### src/rtl/perceptron_sample_loader.sv
// Training-set loader: captures a byte stream into a sample buffer, then replays
// every sample in order for EPOCHS passes over a valid/ready beat interface.
module perceptron_sample_loader #(
    parameter int N_SAMPLES = 3,
    parameter int DIM       = 2,
    parameter int EPOCHS    = 8
) (
    input  logic               clk,
    input  logic               rst_n,
    input  logic               in_valid,
    output logic               in_ready,
    input  logic [7:0]         in_data,
    input  logic               load,
    input  logic               start,
    output logic               s_valid,
    input  logic               s_ready,
    output logic [4*DIM-1:0]   s_x,
    output logic               s_label,
    output logic               s_last,
    output logic               s_epoch_last,
    output logic               done,
    output logic               fmt_err
);

    localparam int SW = (N_SAMPLES > 1) ? $clog2(N_SAMPLES) : 1;
    localparam int EW = (EPOCHS > 1) ? $clog2(EPOCHS) : 1;
    localparam int DW = $clog2(DIM + 1);

    localparam logic [SW-1:0] LAST_SAMP  = SW'(N_SAMPLES - 1);
    localparam logic [EW-1:0] LAST_EPOCH = EW'(EPOCHS - 1);
    localparam logic [DW-1:0] LABEL_SLOT = DW'(DIM);

    typedef enum logic [1:0] {
        LOAD,
        LOADED,
        STREAM,
        DONE
    } state_t;

    state_t               r_state;
    logic [4*DIM-1:0]     r_feat [N_SAMPLES];
    logic [N_SAMPLES-1:0] r_label;
    logic [DW-1:0]        r_dim_idx;
    logic [SW-1:0]        r_samp_idx;
    logic [SW-1:0]        r_ptr;
    logic [EW-1:0]        r_epoch;

    logic [SW-1:0]        w_beat_ptr;
    logic [EW-1:0]        w_beat_epoch;
    logic                 w_final_beat;
    logic                 w_clear;

    // Pointer/epoch of the beat to present next; outside STREAM that is the first beat.
    always_comb begin
        w_beat_ptr   = '0;
        w_beat_epoch = '0;
        w_final_beat = (r_ptr == LAST_SAMP) && (r_epoch == LAST_EPOCH);
        if (r_state == STREAM) begin
            w_beat_ptr   = (r_ptr == LAST_SAMP) ? '0 : r_ptr + 1'b1;
            w_beat_epoch = (r_ptr == LAST_SAMP) ? r_epoch + 1'b1 : r_epoch;
        end
    end

    // A load request from LOADED/DONE restores exactly the reset state.
    assign w_clear = !rst_n || (load && (r_state == LOADED || r_state == DONE));

    always_ff @(posedge clk) begin
        if (w_clear) begin
            r_state      <= LOAD;
            for (int unsigned i = 0; i < N_SAMPLES; i++) r_feat[i] <= '0;
            r_label      <= '0;
            r_dim_idx    <= '0;
            r_samp_idx   <= '0;
            r_ptr        <= '0;
            r_epoch      <= '0;
            fmt_err      <= 1'b0;
            in_ready     <= 1'b1;
            s_valid      <= 1'b0;
            s_x          <= '0;
            s_label      <= 1'b0;
            s_last       <= 1'b0;
            s_epoch_last <= 1'b0;
            done         <= 1'b0;
        end else begin
            case (r_state)
                LOAD: begin
                    if (in_valid) begin
                        if (r_dim_idx == LABEL_SLOT) begin
                            r_label[r_samp_idx] <= in_data[0];
                            if (|in_data[7:1]) fmt_err <= 1'b1;
                            r_dim_idx <= '0;
                            if (r_samp_idx == LAST_SAMP) begin
                                r_samp_idx <= '0;
                                r_state    <= LOADED;
                                in_ready   <= 1'b0;
                            end else begin
                                r_samp_idx <= r_samp_idx + 1'b1;
                            end
                        end else begin
                            r_feat[r_samp_idx][4*r_dim_idx +: 4] <= in_data[3:0];
                            if (|in_data[7:4]) fmt_err <= 1'b1;
                            r_dim_idx <= r_dim_idx + 1'b1;
                        end
                    end
                end
                LOADED, DONE: begin
                    if (start) begin
                        r_state      <= STREAM;
                        r_ptr        <= '0;
                        r_epoch      <= '0;
                        s_valid      <= 1'b1;
                        s_x          <= r_feat[w_beat_ptr];
                        s_label      <= r_label[w_beat_ptr];
                        s_last       <= (w_beat_ptr == LAST_SAMP);
                        s_epoch_last <= (w_beat_epoch == LAST_EPOCH);
                        done         <= 1'b0;
                    end
                end
                STREAM: begin
                    if (s_ready) begin
                        if (w_final_beat) begin
                            r_state      <= DONE;
                            s_valid      <= 1'b0;
                            s_x          <= '0;
                            s_label      <= 1'b0;
                            s_last       <= 1'b0;
                            s_epoch_last <= 1'b0;
                            done         <= 1'b1;
                        end else begin
                            r_ptr        <= w_beat_ptr;
                            r_epoch      <= w_beat_epoch;
                            s_x          <= r_feat[w_beat_ptr];
                            s_label      <= r_label[w_beat_ptr];
                            s_last       <= (w_beat_ptr == LAST_SAMP);
                            s_epoch_last <= (w_beat_epoch == LAST_EPOCH);
                        end
                    end
                end
                default: r_state <= LOAD;
            endcase
        end
    end

endmodule

### config.mk
export PLATFORM = sky130hd
export DESIGN_NAME = perceptron_sample_loader
export DESIGN_NICKNAME = d
export VERILOG_FILES = /design/src/rtl/perceptron_sample_loader.sv
export SDC_FILE = /design/constraint.sdc
export NUM_CORES = 1
export LEC_CHECK = 0
export CAP_MARGIN = 20
export CORE_MARGIN = 4
export CORE_UTILIZATION = 40
export DETAILED_ROUTE_END_ITERATION = 10
export DONT_BUFFER_PORTS = 1
export PLACE_DENSITY = 0.59
export SETUP_SLACK_MARGIN = 0.02
export SYNTH_ARGS = -nofsm -noshare
export SYNTH_HDL_FRONTEND = slang
export SYNTH_SLANG_ARGS = --single-unit
export TNS_END_PERCENT = 1
### constraint.sdc
create_clock -name clk -period 1.65 [get_ports clk]
set_clock_uncertainty 0.1 [all_clocks]
set_input_delay 0.495 -clock clk [delete_from_list [all_inputs] [get_ports clk]]
set_output_delay 0.495 -clock clk [all_outputs]
set_load 0.1 [all_outputs]
==> reports/results.md <==
| Parameter | This run | Unit |
| --- | --- | --- |
| Outcome | completed | - |
| Cell area after synthesis | 2480 | µm² |
| Overall via count from detail_route | 1,928 | - |
| Clock tree from TritonCTS | done | - |
| Clock period minus final worst setup slack | 1.63 | ns |
| Drt wl/cell | 15.2 | µm |
| Combined global-route utilization of all metal layers | 15.2 | % |
| Width of the chip | 86.8 | µm |
| Insertion delay to the later sink of the worst-skew pair | 0.30 | ns |
| # setup viols final | 0 | - |
| R2R Setup Slk | 0.02 | ns |
| Average footprint of a synthesized cell | 10.0 | µm² |
| Fmax achieved | 0.615 | GHz |
| Arrival time of the worst setup path | 1.55 | ns |
| Startpoint types | flip-flop | - |
| Post-route setup slack | 0.0248 | ns |
| Via-per-instance ratio | 5.24 | - |
| HPWL reported at the end of detailed placement | 4020 | µm |
| Vert. Die Dim | 86.8 | µm |
| Antenna violations before repair | 0 | - |
| Critical path class | reg2reg | - |
| Via count of the first global-routing pass | 1,873 | - |
| Final ANT Viol Nets | 0 | - |
| Top cell type's share of synthesized area | 29.0 | % |
| First DRT Iteration DRCs | 151 | - |
| Pin count of the biggest net entering global routing | 19 | - |
| # hold bufs at CTS | 0 | - |
| Row count | 28 | - |
| Share of final-layout standard cells stronger than drive strength 1 | 39.6 | % |
| Root buffer cell | clkbuf_8 | - |
| Worst hold path class | in2reg | - |
| Final core area utilization | 56.1 | % |
| Required arrival time at the worst endpoint | 1.58 | ns |
| Deepest clock path buffer count | 2 | - |
| DRC violation count after routing | 0 | - |
| Count of endpoints failing hold in the final timing report | 0 | - |
| Global-route wire length before repair | 8920 | µm |
| Setup repair after global routing missed its margin | true | - |
| Count of final max-slew check failures | 0 | - |
| Pre-CTS setup slack | -0.107 | ns |
| Top library cells by usage in the layout, fill and taps aside | buf_4 (33), nand2_1 (29), dfxtp_1 (25) | - |
| Initial standard-cell utilization of the core | 41.7 | % |
| I/O pin cnt | 29 | - |
| Static leakage | 0.00123 | µW |
| Routability congestion estimate | 0.782 | - |
| Final #Nets | 313 | - |
| Cell type with the highest aggregate area in the netlist | edfxtp_1 | - |
| Commonest non-fill, non-tap cell in the layout | buf_4 | - |
| Largest fanout of any net on the critical path | 4 | - |
| Count of buffers from port buffering | 0 | - |
| Number of distinct standard cells referenced by the synthesized netlist | 43 | - |
| Switching fraction of total power | 24.0 | % |
| Design internal power | 1780 | µW |
| Number of warnings printed during yosys synthesis | 0 | - |
| Core box area | 5960 | µm² |
| Sequential Power Share | 60.3 | % |
| Sequential area share after synthesis | 52.4 | % |
| Post-synth ARST share | 0 | % |
| Category of the worst setup path capture point | flip-flop | - |
| Number of levels in the clock H-tree | 2 | - |
| Final routed wirelength across all metal layers | 5580 | µm |
| Synthesized netlist net count | 269 | - |
| Clock power frac | 31.0 | % |
| Number of cells produced by synthesis | 248 | - |
| Leading register cell type out of synthesis | dfxtp_1 | - |
| Die Footprint | 7530 | µm² |
| Aggregate global routing overflow | 0 | - |
| 1st-pass router iterations | 4 | - |
| Layout overhead on the synthesized area | 34.6 | % |
| Clock buffers created by TritonCTS | 5 | - |
| Worst slew margin | 70.7 | % |
| Count of flip-flops with a built-in enable after synthesis | 24 | - |
| Clock sink count | 53 | - |
| Max-cap violations | 0 | - |
| Actual slew at the worst max-slew pin | 0.438 | ns |
| Post-place instance area | 2980 | µm² |
| ANT cells | 0 | - |
| Fraction of power consumed by combinational cells | 8.7 | % |
| Register bit count reported by yosys | 53 | - |
| Pwr/cell area | 699 | nW/µm² |
| Area of all placed cells without fillers | 3340 | µm² |
| Clock slew at the register clock pins of the worst setup and hold paths | 0.09 | ns |
| Final worst-path cycle share | 98.5 | % |
| Net switching component of the power | 561 | µW |
| Maximum vdd drop | 0.408 | mV |
| Top post-synthesis cells by area | edfxtp_1 (29%), dfxtp_1 (23%), nand2_1 (5.7%) | - |
## final cells by class
type | count | area, µm²
clock buffer | 5 | 68.8
inverter | 4 | 15.0
tap | 75 | 93.8
clock inverter | 3 | 21.3
timing repair buffer | 48 | 495
fill | 529 | 2610
multi-input combinational | 180 | 1340
sequential | 53 | 1310
## cells by family (layout without fill, tap and decap cells)
kind of cell             count (synthesis)  in the layout  share of synthesized area, %
AND/OR/NAND/NOR                        113            114                          23.3
flip-flops                              53             53                          52.4
AO/OA/AOI/OAI                           47             47                          12.4
buffers and inverters                   16             60                          3.58
multiplexers                            12             12                          4.84
adder cells (fa/ha/maj)                  7              7                          3.53
## final timing paths
path,start,endpoint,cells past startpoint
worst max-delay path,r_state[1]$_SDFFE_PP0P_,r_feat[0][7]$_SDFFCE_PN0P_,5
worst max register to register,r_state[1]$_SDFFE_PP0P_,r_feat[0][7]$_SDFFCE_PN0P_,5
worst min-delay path,in_data[0],r_label[0]$_SDFFE_PP0P_,2
worst min register to register,s_x[6]$_SDFFE_PP0P_,s_x[6]$_SDFFE_PP0P_,1
## metrics by stage
stage          TNS [ns]  total power [µW]  cells  hold WS, ns
2_1_floorplan    -0.181              1550    248        0.358
5_1_grt          -0.843              2430    368        0.235
4_1_cts         -0.0154              2330    366        0.231
6_report              0              2340    368        0.239
3_5_place_dp     -0.843              1610    358        0.352
3_3_place_gp     -0.393              1610    358        0.357
## flip-flops by register name, indices dropped and copies added (netlist names)
name / count
r_feat: 24
s_valid: 1
s_last: 1
r_label: 3
r_dim_idx: 2
done: 1
s_label: 1
s_x: 8
s_epoch_last: 1
r_samp_idx: 2
fmt_err: 1
in_ready: 1
r_ptr: 2
r_state: 2
r_epoch: 3
## critical path, stage by stage, from the launching register on
cell and delay [ns]:
dfxtp_2 0.35, buf_6 0.12, nor3b_4 0.23, and4b_2 0.36
nand2_4 0.08, nand2_4 0.10
## power groups by stage
stage / registers, µW / logic (µW) / clock network, µW
floorplan: 1450 / 98.6 / 0
global placement: 1440 / 168 / 0
detailed placement: 1440 / 170 / 0
CTS: 1410 / 178 / 746
global route: 1410 / 222 / 797
finish: 1410 / 203 / 726
## metal layers
layer,routed length (µm),up-vias,share of wire (%),track usage [%]
met2,2750,42,49,24.1
met1,2480,908,44,20.6
met4,78,0,1.4,4.25
li1,-,971,-,-
met5,0,-,0,0
met3,266,7,4.8,3.90
## Yosys cell counts (2+ instances only)
| cell | n |
|---|---|
| nand3_1 | 8 |
| ha_1 | 7 |
| o2bb2ai_1 | 9 |
| nand2b_1 | 3 |
| inv_1 | 4 |
| or3_1 | 3 |
| edfxtp_1 | 24 |
| a21oi_1 | 12 |
| nand3b_1 | 3 |
| nand2_4 | 3 |
| dfxtp_1 | 29 |
| o21ai_0 | 14 |
| a32o_1 | 4 |
| nor2b_1 | 4 |
| buf_6 | 2 |
| nand2_1 | 38 |
| nor2_1 | 37 |
| buf_2 | 7 |
| mux2i_1 | 12 |
| and2_1 | 2 |
## timing repair
action | 4_1_cts | 5_1_grt
pin swaps | 1 | 14
resized for setup | 10 | 57
cloned | 0 | 1
buffers inserted | 0 | 1
setup endpoints to repair | 31 | 64
No activity file was read; power rests on OpenSTA's default activity.
